## config.mk

```make
export PLATFORM = sky130hd
export DESIGN_NAME = bus_dest_regs
export DESIGN_NICKNAME = d
export VERILOG_FILES = /design/src/rtl/bus_dest_regs.sv
export SDC_FILE = /design/constraint.sdc
export NUM_CORES = 1
export LEC_CHECK = 0
export CAP_MARGIN = 10
export CELL_PAD_IN_SITES_DETAIL_PLACEMENT = 0
export CELL_PAD_IN_SITES_GLOBAL_PLACEMENT = 2
export CORE_AREA = 2 2 351 353
export CTS_BUF_LIST = sky130_fd_sc_hd__clkbuf_4 sky130_fd_sc_hd__clkbuf_8
export CTS_CLUSTER_SIZE = 20
export DETAILED_ROUTE_END_ITERATION = 8
export DIE_AREA = 0 0 353 355
export GPL_TIMING_DRIVEN = 0
export PLACE_DENSITY = 0.7
export SLEW_MARGIN = 25
export SYNTH_ARGS = -nofsm -noshare
export SYNTH_HDL_FRONTEND = slang
export SYNTH_SLANG_ARGS = --single-unit
```

## constraint.sdc

```tcl
create_clock -name clock -period 4.87 [get_ports clock]
set_input_delay 0.974 -clock clock [delete_from_list [all_inputs] [get_ports clock]]
set_output_delay 0.974 -clock clock [all_outputs]
set_load 0.1 [all_outputs]
```

## src/rtl/bus_dest_regs.sv

```systemverilog
// ============================================================================
// Module      : bus_dest_regs
// Description : Bus-destination register file (R0-R15, HI, LO, Z, PC, MDR,
//               OUTPORT, MAR) with write acknowledge and sticky error flag.
// Revision    : 1.0 - initial release
// ============================================================================
`default_nettype none

module bus_dest_regs #(
  parameter int DEST_W = 5
) (
  input  logic              clock,
  input  logic              clear_n,
  input  logic [31:0]       bus_data,
  input  logic [DEST_W-1:0] dest_sel,
  input  logic              dest_wr,
  input  logic              md_read,
  input  logic [31:0]       mem_data_in,
  input  logic              z_in,
  input  logic [63:0]       alu_result,
  input  logic              pc_inc,
  input  logic              clr_err,
  output logic [31:0]       BusMuxInR0,
  output logic [31:0]       BusMuxInR1,
  output logic [31:0]       BusMuxInR2,
  output logic [31:0]       BusMuxInR3,
  output logic [31:0]       BusMuxInR4,
  output logic [31:0]       BusMuxInR5,
  output logic [31:0]       BusMuxInR6,
  output logic [31:0]       BusMuxInR7,
  output logic [31:0]       BusMuxInR8,
  output logic [31:0]       BusMuxInR9,
  output logic [31:0]       BusMuxInR10,
  output logic [31:0]       BusMuxInR11,
  output logic [31:0]       BusMuxInR12,
  output logic [31:0]       BusMuxInR13,
  output logic [31:0]       BusMuxInR14,
  output logic [31:0]       BusMuxInR15,
  output logic [31:0]       Hi_Data_Out,
  output logic [31:0]       Lo_Data_Out,
  output logic [31:0]       ZHi_Data_Out,
  output logic [31:0]       ZLo_Data_Out,
  output logic [31:0]       PC_Data_Out,
  output logic [31:0]       MDR_Data_Out,
  output logic [31:0]       Out_Port_Data,
  output logic [31:0]       MAR_Data_Out,
  output logic              wr_ack,
  output logic              wr_err
);

  localparam logic [DEST_W-1:0] C_SEL_GPR_END = DEST_W'(16);
  localparam logic [DEST_W-1:0] C_SEL_HI      = DEST_W'(16);
  localparam logic [DEST_W-1:0] C_SEL_LO      = DEST_W'(17);
  localparam logic [DEST_W-1:0] C_SEL_PC      = DEST_W'(20);
  localparam logic [DEST_W-1:0] C_SEL_MDR     = DEST_W'(21);
  localparam logic [DEST_W-1:0] C_SEL_OUT     = DEST_W'(22);
  localparam logic [DEST_W-1:0] C_SEL_MAR     = DEST_W'(23);

  logic [31:0] r_gpr [16];
  logic [31:0] r_hi, r_lo, r_zhi, r_zlo, r_pc, r_mdr, r_out, r_mar;
  logic        r_ack, r_err;

  logic w_is_gpr;
  logic w_code_ok;
  logic w_legal;
  logic w_illegal;

  always_comb begin
    w_is_gpr  = (dest_sel < C_SEL_GPR_END);
    w_code_ok = w_is_gpr ||
                (dest_sel == C_SEL_HI)  || (dest_sel == C_SEL_LO)  ||
                (dest_sel == C_SEL_PC)  || (dest_sel == C_SEL_MDR) ||
                (dest_sel == C_SEL_OUT) || (dest_sel == C_SEL_MAR);
    w_legal   = dest_wr &&  w_code_ok;
    w_illegal = dest_wr && !w_code_ok;
  end

  always_ff @(posedge clock or negedge clear_n) begin
    if (!clear_n) begin
      for (int i = 0; i < 16; i++) r_gpr[i] <= 32'h0;
      r_hi  <= 32'h0;
      r_lo  <= 32'h0;
      r_zhi <= 32'h0;
      r_zlo <= 32'h0;
      r_pc  <= 32'h0;
      r_mdr <= 32'h0;
      r_out <= 32'h0;
      r_mar <= 32'h0;
      r_ack <= 1'b0;
      r_err <= 1'b0;
    end else begin
      for (int i = 0; i < 16; i++) begin
        if (w_legal && w_is_gpr && (dest_sel[3:0] == 4'(i))) r_gpr[i] <= bus_data;
      end
      if (w_legal && dest_sel == C_SEL_HI)  r_hi  <= bus_data;
      if (w_legal && dest_sel == C_SEL_LO)  r_lo  <= bus_data;
      if (w_legal && dest_sel == C_SEL_OUT) r_out <= bus_data;
      if (w_legal && dest_sel == C_SEL_MAR) r_mar <= bus_data;
      if (w_legal && dest_sel == C_SEL_MDR) r_mdr <= md_read ? mem_data_in : bus_data;
      if (z_in) begin
        r_zhi <= alu_result[63:32];
        r_zlo <= alu_result[31:0];
      end
      // An explicit bus load of PC wins over a coincident increment.
      if (w_legal && dest_sel == C_SEL_PC) r_pc <= bus_data;
      else if (pc_inc)                     r_pc <= r_pc + 32'd1;
      r_ack <= w_legal;
      // A new illegal write outranks clr_err so no error is lost.
      if (w_illegal)    r_err <= 1'b1;
      else if (clr_err) r_err <= 1'b0;
    end
  end

  assign BusMuxInR0    = r_gpr[0];
  assign BusMuxInR1    = r_gpr[1];
  assign BusMuxInR2    = r_gpr[2];
  assign BusMuxInR3    = r_gpr[3];
  assign BusMuxInR4    = r_gpr[4];
  assign BusMuxInR5    = r_gpr[5];
  assign BusMuxInR6    = r_gpr[6];
  assign BusMuxInR7    = r_gpr[7];
  assign BusMuxInR8    = r_gpr[8];
  assign BusMuxInR9    = r_gpr[9];
  assign BusMuxInR10   = r_gpr[10];
  assign BusMuxInR11   = r_gpr[11];
  assign BusMuxInR12   = r_gpr[12];
  assign BusMuxInR13   = r_gpr[13];
  assign BusMuxInR14   = r_gpr[14];
  assign BusMuxInR15   = r_gpr[15];
  assign Hi_Data_Out   = r_hi;
  assign Lo_Data_Out   = r_lo;
  assign ZHi_Data_Out  = r_zhi;
  assign ZLo_Data_Out  = r_zlo;
  assign PC_Data_Out   = r_pc;
  assign MDR_Data_Out  = r_mdr;
  assign Out_Port_Data = r_out;
  assign MAR_Data_Out  = r_mar;
  assign wr_ack        = r_ack;
  assign wr_err        = r_err;

endmodule

`default_nettype wire

```

[Word-level counts from Yosys, hierarchy flattened]
Cells that the tools add are included.
Word-level totals
  flip-flop bits (word level): 770
  output and inout port bits: 770
  input port bits: 140
  logic and storage cells: 89
Cells by class
  reduce and logical (&&, ||, !) cells: 35
  multiplexer cells: 5
  $add $sub $neg: 1
  magnitude comparators: 1
  eq/ne operators: 21
Operators with widths (count)
  $mux W32: 3
  $add A32 B1 Y32 const B: 1
  $eq A4 B4 Y1 const B: 8
  $eq A5 B5 Y1 const B: 6
  $logic_and A1 B1 Y1: 25
  $eq A4 B3 Y1 const B: 4
  $eq A4 B2 Y1 const B: 2
  $logic_or A1 B1 Y1: 6
  $lt A5 B5 Y1 const B: 1
  $eq A4 B1 Y1 const B: 1
  $logic_not A4 Y1: 1
  $reduce_bool A2 Y1: 2
  $mux W1: 2
  $logic_not A1 Y1: 1

[Depth between registers and ports, before layout]
Gate-level depths: netlist of run 1.
  depth after elaboration: 10
  depth in mapped cells: 7
  depth with buffers taken out: 6

[Least setup slack after synthesis of run 1]
No wires, ideal clock.
  kind: flip-flop to flip-flop
  from: register r_pc[0], in the netlist PC_Data_Out[0]
  to: register r_pc[28], in the netlist PC_Data_Out[28]
  setup slack: 2.491 ns
  arrival time: 2.242 ns
  buffers on the path: 1
  cell stages (with the launch flop): 8
  required time: 4.733 ns
  period minus slack after synthesis: 2.379 ns
  setup time: 0.137 ns
  cell sequence: dfrtp_1 > ha_1 > and4_1 > buf_2 > nand4_4 > nor4_2 > xnor2_1 > a21oi_1
Between the ends
  cells in the longest elaborated chain, start to end: 3
RTL lines
  from (decl): RTL line 60  | logic [31:0] r_hi, r_lo, r_zhi, r_zlo, r_pc, r_mdr, r_out, r_mar;
  from (signal assigned): RTL line 105  | if (w_legal && dest_sel == C_SEL_PC) r_pc <= bus_data;
  from (signal assigned): RTL line 106  | else if (pc_inc) r_pc <= r_pc + 32'd1;
  $add A32 B1 Y32: RTL line 106
  $mux W32: RTL line 106
  $mux W32: RTL line 105
Every way passes these cells. The select of a mux whose other input is x is not followed.
A chain may end at the register's enable or synchronous reset.

[Final worst setup path of run 1]
  from: register r_pc[11], in the netlist PC_Data_Out[11]
  to: output PC_Data_Out[11]
RTL lines
  to (decl): RTL line 43  | output logic [31:0] PC_Data_Out,
No word-level cell between the ends.

==> run_results.csv, run 1 <==
group,metric,value,unit
sta,fin_crit,3610,ps
floorplanning,pin_count,910,
clock_network,cts_tree,"built",
critical_path,path_class,"register to output port",
clock_network,clock_latency,870,ps
critical_path,setup.worst_path.end_class,"output port",
synthesis,netlist_instances,1928,
critical_path,critPathBufInv,1,
power,power_density,666,mW/mm^2
global_routing,grt_pass1_wl,173,mm
placement,placed_area,0.0409,mm^2
job,maxCapViolCount,0,
sta,period_share,74.0,%
synthesis,ys.warnings.count,0,
global_routing,grt_pass1_vias,21400,
critical_path,crit_chain,"clkdlybuf4s50_1",
synthesis,synth.distinct_cells,33,
sta,rsz0062_at_grt,"false",
sta,finalHoldViolCount,0,
global_routing,grt_use_total,19.7,%
power,power.leakage,19.4,nW
floorplanning,core_area,0.121,mm^2
clock_network,clkTransAtPathRegs,50,ps
drt,drt_iter0_drc,802,
synthesis,ys_dominant_reg_cell,"dfrtp_1",
status,status,"complete, no violations",
cells_and_area,fill_cells,12000,
placement,place_congestion,0.786,
power,ir_drop,0.378,mV
floorplanning,die_w,353,um
clock_network,cts_max_level,4,
cells_and_area,final_area,0.0441,mm^2
drt,detail_route.vias_per_cell,4.27,
clock_network,cts_buffers,147,
cells_and_area,area_growth,48.6,%
drt,num_vias,20200,
clock_network,cts_resized,0,
synthesis,synth_edf_count,0,
floorplanning,row_count,128,
synthesis,synthesis.area,0.0297,mm^2
critical_path,start_kind,"register",
global_routing,grt_overflow,0,
critical_path,slowest_stage,"clkdlybuf4s50_1",
critical_path,crit_required,3900,ps
clock_network,cts.sinks,770,
cells_and_area,drive_gt1_share,32.0,%
synthesis,synthArstFlopShare,100,%
sta,setup_tns,0,ps
worst_hold_path,hold_class,"register to register",
synthesis,synth.avg_cell_area,15.4,um^2
cells_and_area,multiInputGateArea,0.00967,mm^2
floorplanning,die_area,0.125,mm^2
power,p_total,29.4,mW
floorplanning,initial_utilization,24.4,%
cells_and_area,final_util,36.3,%
clock_network,cts-root-buf,"clkbuf_8",
synthesis,syn-num-nets,2069,
drt,first_pass_iters,4,
placement,io_buffers,905,
critical_path,critPathTopFamily,"buffers and inverters",
synthesis,ys_seq_area_share,65.0,%
drt,drc,0,
cells_and_area,nNetsFinal,3133,
cells_and_area,seq_area,0.0193,mm^2
critical_path,cpPeakStageDelay,1240,ps
sta,slew_headroom,24.6,%
sta,skew,32.5,ps
critical_path,arrival,2630,ps
global_routing,antenna_found_initial,28,
sta,setup_viol,0,
sta,worst_slew_pin_slew,1130,ps
floorplanning,die_height,355,um
critical_path,cp_max_fo,5,
sta,fmax,277,MHz
synthesis,synth-seq-cells,770,
clock_network,clockBufferDepth,3,
drt,wire_per_inst,26.4,um
drt,wl,125,mm
placement,dp_hpwl,92.8,mm
global_routing,grt_max_degree,123,
sta,slew_viol_final,0,
drt,drtAntennaViolNets,0,
[path summary, 6_finish.rpt]
path / startpoint / endpoint / slack (ps) / cells past startpoint
worst max-delay path: PC_Data_Out[11] / PC_Data_Out[11] / 1260 / 1
worst min-delay path: BusMuxInR11[6] / BusMuxInR11[6] / 480 / 1
worst max register to register: PC_Data_Out[12] / PC_Data_Out[31] / 2830 / 5
worst min register to register: BusMuxInR11[6] / BusMuxInR11[6] / 480 / 1
max in group asynchronous: clear_n / PC_Data_Out[4] / 2310 / 5
min in group asynchronous: clear_n / BusMuxInR13[15] / 630 / 2
[timing repair]
item	CTS	global route
hold buffers	1	0
buffers inserted	0	0
endpoints found under the hold margin	51	0
[through the flow]
stage          setup slack [ps]  instances  hold slack (ps)
2_1_floorplan              2490       1928              678
6_report                   1260       4734              485
4_1_cts                    1120       4724              481
5_1_grt                    1120       4724              490
3_5_place_dp                843       4467              474
3_3_place_gp             -35030       4458              469
[synth_stat cells (2+ instances only)]
cell	count	share of area, %
a21oi_1	64	1.1
and3_1	8	0.17
and4_1	5	0.15
buf_1	4	0.051
buf_2	64	1.1
buf_6	6	0.23
clkbuf_1	83	1.1
dfrtp_1	770	65
inv_1	8	0.10
mux2_1	86	3.3
mux2_2	618	23
mux2i_1	33	1.1
nand2_1	21	0.27
nand3_1	9	0.15
nand3b_1	2	0.051
nand4_1	5	0.11
nand4_2	2	0.084
nor2_1	77	0.97
nor2b_1	5	0.11
nor3_1	13	0.22
nor4_2	3	0.13
or3_1	2	0.042
xnor2_1	23	0.68
xor2_1	8	0.24
[routing by layer]
metal | track usage, % | part of all wire (%)
met2 | 32.3 | 48
met5 | 0 | 0.082
met3 | 7.86 | 8.7
met4 | 6.52 | 2.8
met1 | 23.4 | 40
[layout make-up]
type                    count  area share (%)
well taps                1625            4.61
inverters                   9          0.0766
clock buffers             229            6.37
repair buffers            915            20.8
flip-flops and latches    770            43.7
multi-input cells         992            21.9
clock inverters            27           0.758
plain buffers             157            1.64
diodes                     10          0.0568
[power breakdown]
| group | total, mW | switching, mW | leakage [nW] | internal [mW] |
|---|---|---|---|---|
| registers | 8.39 | 0.741 | 9.72 | 7.64 |
| clock network | 6.89 | 2.95 | 1.66 | 3.94 |
| logic | 14.1 | 11.1 | 8.00 | 3.02 |
| total | 29.4 | 14.8 | 19.4 | 14.6 |
[kinds of logic (layout without fill, tap and decap cells)]
group                      Yosys count  after routing  share of synthesized area (%)
AOI/OAI and AO/OA                   66             66                           1.12
xor gates and xnor gates            31             31                          0.915
adders and majority gates            1              1                         0.0422
buffers and inverters              166           1337                           2.52
DFF                                770            770                           65.0
muxes                              737            737                           27.8
other                                0             10                              0
and+or+nand+nor                    157            157                           2.60
[layout by cell type (no fill, tap or decap), drive strengths merged, types with 5 or more instances in the layout]
cell type	instances
clkdlybuf4s50	882
dfrtp	770
mux2	704
clkbuf	312
buf	106
nor2	77
a21oi	64
mux2i	33
xnor2	23
nand2	21
inv	15
nor3	13
clkinv	12
diode	10
nand3	9
and3	8
xor2	8
nand4	8
nor2b	5
and4	5
bufinv	5
Power figures use the tool's default switching activity.
==> inputs of run 2 (changes only) <==
--- a/config.mk
+++ b/config.mk
@@ -8,13 +8,13 @@
 export CAP_MARGIN = 10
 export CELL_PAD_IN_SITES_DETAIL_PLACEMENT = 0
 export CELL_PAD_IN_SITES_GLOBAL_PLACEMENT = 2
-export CORE_AREA = 2 2 351 353
+export CORE_AREA = 2 2 353 355
 export CTS_BUF_LIST = sky130_fd_sc_hd__clkbuf_4 sky130_fd_sc_hd__clkbuf_8
 export CTS_CLUSTER_SIZE = 20
 export DETAILED_ROUTE_END_ITERATION = 8
-export DIE_AREA = 0 0 353 355
+export DIE_AREA = 0 0 355 357
 export GPL_TIMING_DRIVEN = 0
-export PLACE_DENSITY = 0.7
+export PLACE_DENSITY = 0.72
 export SLEW_MARGIN = 25
 export SYNTH_ARGS = -nofsm -noshare
 export SYNTH_HDL_FRONTEND = slang
==> constraint.sdc (replaced) <==
create_clock -name clock -period 3.15 [get_ports clock]
set_input_delay 0.63 -clock clock [delete_from_list [all_inputs] [get_ports clock]]
set_output_delay 0.63 -clock clock [all_outputs]
set_load 0.1 [all_outputs]
==> run 2 against run 1 <==
Effect of this change: cell count is 0.32% higher; register-to-register slack worse by 1600 ps; power is 53% higher; count of clock-buffer cells in the layout is 4 higher; clock skew is 18 ps lower; wire length is 1.5% lower; critical endpoint is now Lo_Data_Out[31].
==> run_results.csv, run 2 (synthesized netlist as in run 1, its figures left out) <==
group,metric,value,unit
global_routing,grt_max_degree,129,
power,ir_drop,0.520,mV
drt,wire_per_inst,25.9,um
clock_network,cts_tree,"built",
cells_and_area,drive_gt1_share,32.2,%
worst_hold_path,hold_class,"primary input to register",
floorplanning,row_count,129,
critical_path,slowest_stage,"clkdlybuf4s50_1",
cells_and_area,final_common_cell,"dfrtp_1",
cells_and_area,seq_area,0.0193,mm^2
clock_network,cts-root-buf,"clkbuf_8",
floorplanning,initial_utilization,24.1,%
cells_and_area,fill_cells,12200,
critical_path,arrival,2410,ps
critical_path,crit_required,2520,ps
sta,period_share,96.4,%
floorplanning,core_area,0.123,mm^2
critical_path,cp_max_fo,2,
cells_and_area,nNetsFinal,3131,
power,switchingPower,22.8,mW
power,power_frac_seq,28.8,%
sta,setup_viol,0,
cells_and_area,multiInputGateArea,0.00967,mm^2
power,combPwrFrac,47.8,%
global_routing,grt_overflow,0,
placement,place_congestion,0.799,
drt,drt_iter0_drc,823,
floorplanning,pin_count,910,
job,maxCapViolCount,0,
global_routing,grt_pass1_vias,21500,
power,p_int,22.1,mW
sta,worst_slew_pin_slew,1120,ps
global_routing,grt_use_total,19.1,%
power,power.share.switching,50.8,%
cells_and_area,finalNonFillerCells,4749,
critical_path,setup.worst_path.end_class,"output port",
cells_and_area,final_area,0.0438,mm^2
clock_network,clock_latency,850,ps
drt,first_pass_iters,4,
power,power_density,1020,mW/mm^2
power,p_total,44.8,mW
sta,slew_viol_final,0,
sta,skew,14.3,ps
critical_path,cpPeakStageDelay,1220,ps
drt,detail_route.vias_per_cell,4.28,
floorplanning,die_area,0.127,mm^2
clock_network,cts_max_level,4,
placement,dp_hpwl,91.9,mm
sta,setup_tns,0,ps
sta,fin_crit,3040,ps
placement,placed_area,0.0409,mm^2
placement,preCtsSetupSlack,-387,ps
cells_and_area,area_growth,47.8,%
critical_path,start_kind,"register",
drt,num_vias,20300,
sta,whs,267,ps
critical_path,critPathBufInv,1,
global_routing,antenna_found_initial,26,
sta,finalHoldViolCount,0,
critical_path,path_class,"register to output port",
clock_network,clockBufferDepth,3,
cells_and_area,final_util,35.6,%
critical_path,critPathTopFamily,"buffers and inverters",
drt,wl,123,mm
power,p_clk_share,23.3,%
drt,drc,0,
sta,slew_headroom,25.6,%
power,power.leakage,19.8,nW
placement,io_buffers,905,
sta,postLayoutSetupSlackWorst,113,ps
clock_network,cts.sinks,770,
clock_network,clkTransAtPathRegs,60,ps
critical_path,crit_chain,"clkdlybuf4s50_1",
status,status,"complete, no violations",
cells_and_area,layout_common_cells,"dfrtp_1 (770), clkdlybuf4s50_1 (703), mux2_2 (618)",
sta,fmax,329,MHz
global_routing,grt_pass1_wl,169,mm
floorplanning,die_w,355,um
placement,dpl.cell_count,4478,
floorplanning,die_height,357,um
clock_network,cts_buffers,144,
drt,drtAntennaViolNets,0,
[run 2: worst paths after layout]
kind	cells past startpoint	slack [ps]	from	end
min in group asynchronous	2	380	clear_n	BusMuxInR0[8]
worst min-delay path	3	270	md_read	MDR_Data_Out[31]
worst min register to register	1	480	BusMuxInR14[10]	BusMuxInR14[10]
max in group asynchronous	5	540	clear_n	BusMuxInR1[13]
worst max-delay path	1	110	Lo_Data_Out[31]	Lo_Data_Out[31]
worst max register to register	7	1220	PC_Data_Out[0]	PC_Data_Out[20]
[run 2: what timing repair did]
action                                  CTS  global route
endpoints found under the setup margin  176             0
buffers inserted                          0             0
hold endpoints to repair                 98             0
gates resized for setup                 176             0
hold buffers                              1             0
[run 2: cell type report]
type / count / share of cell area, %
flip-flops and latches: 770 / 44.0
multi-input cells: 992 / 22.1
repair buffers: 916 / 20.4
clock buffers: 233 / 6.52
well taps: 1637 / 4.67
plain buffers: 157 / 1.66
clock inverters: 22 / 0.545
inverters: 9 / 0.0771
diodes: 13 / 0.0742
[run 2: metal layers]
| layer | track usage [%] | wire, um |
|---|---|---|
| met5 | 0 | 27 |
| met4 | 7.55 | 4370 |
| met3 | 7.23 | 11000 |
| met2 | 31.1 | 58300 |
| met1 | 22.6 | 49500 |
[run 2: power groups by stage]
stage / Combinational [mW] / Clock (mW) / Sequential, mW
floorplan: 1.97 / 0 / 27.1
global placement: 21.9 / 0 / 13.1
detailed placement: 21.9 / 0 / 13.1
CTS: 21.6 / 10.8 / 12.9
global route: 21.9 / 11.3 / 13.2
finish: 21.4 / 10.4 / 12.9
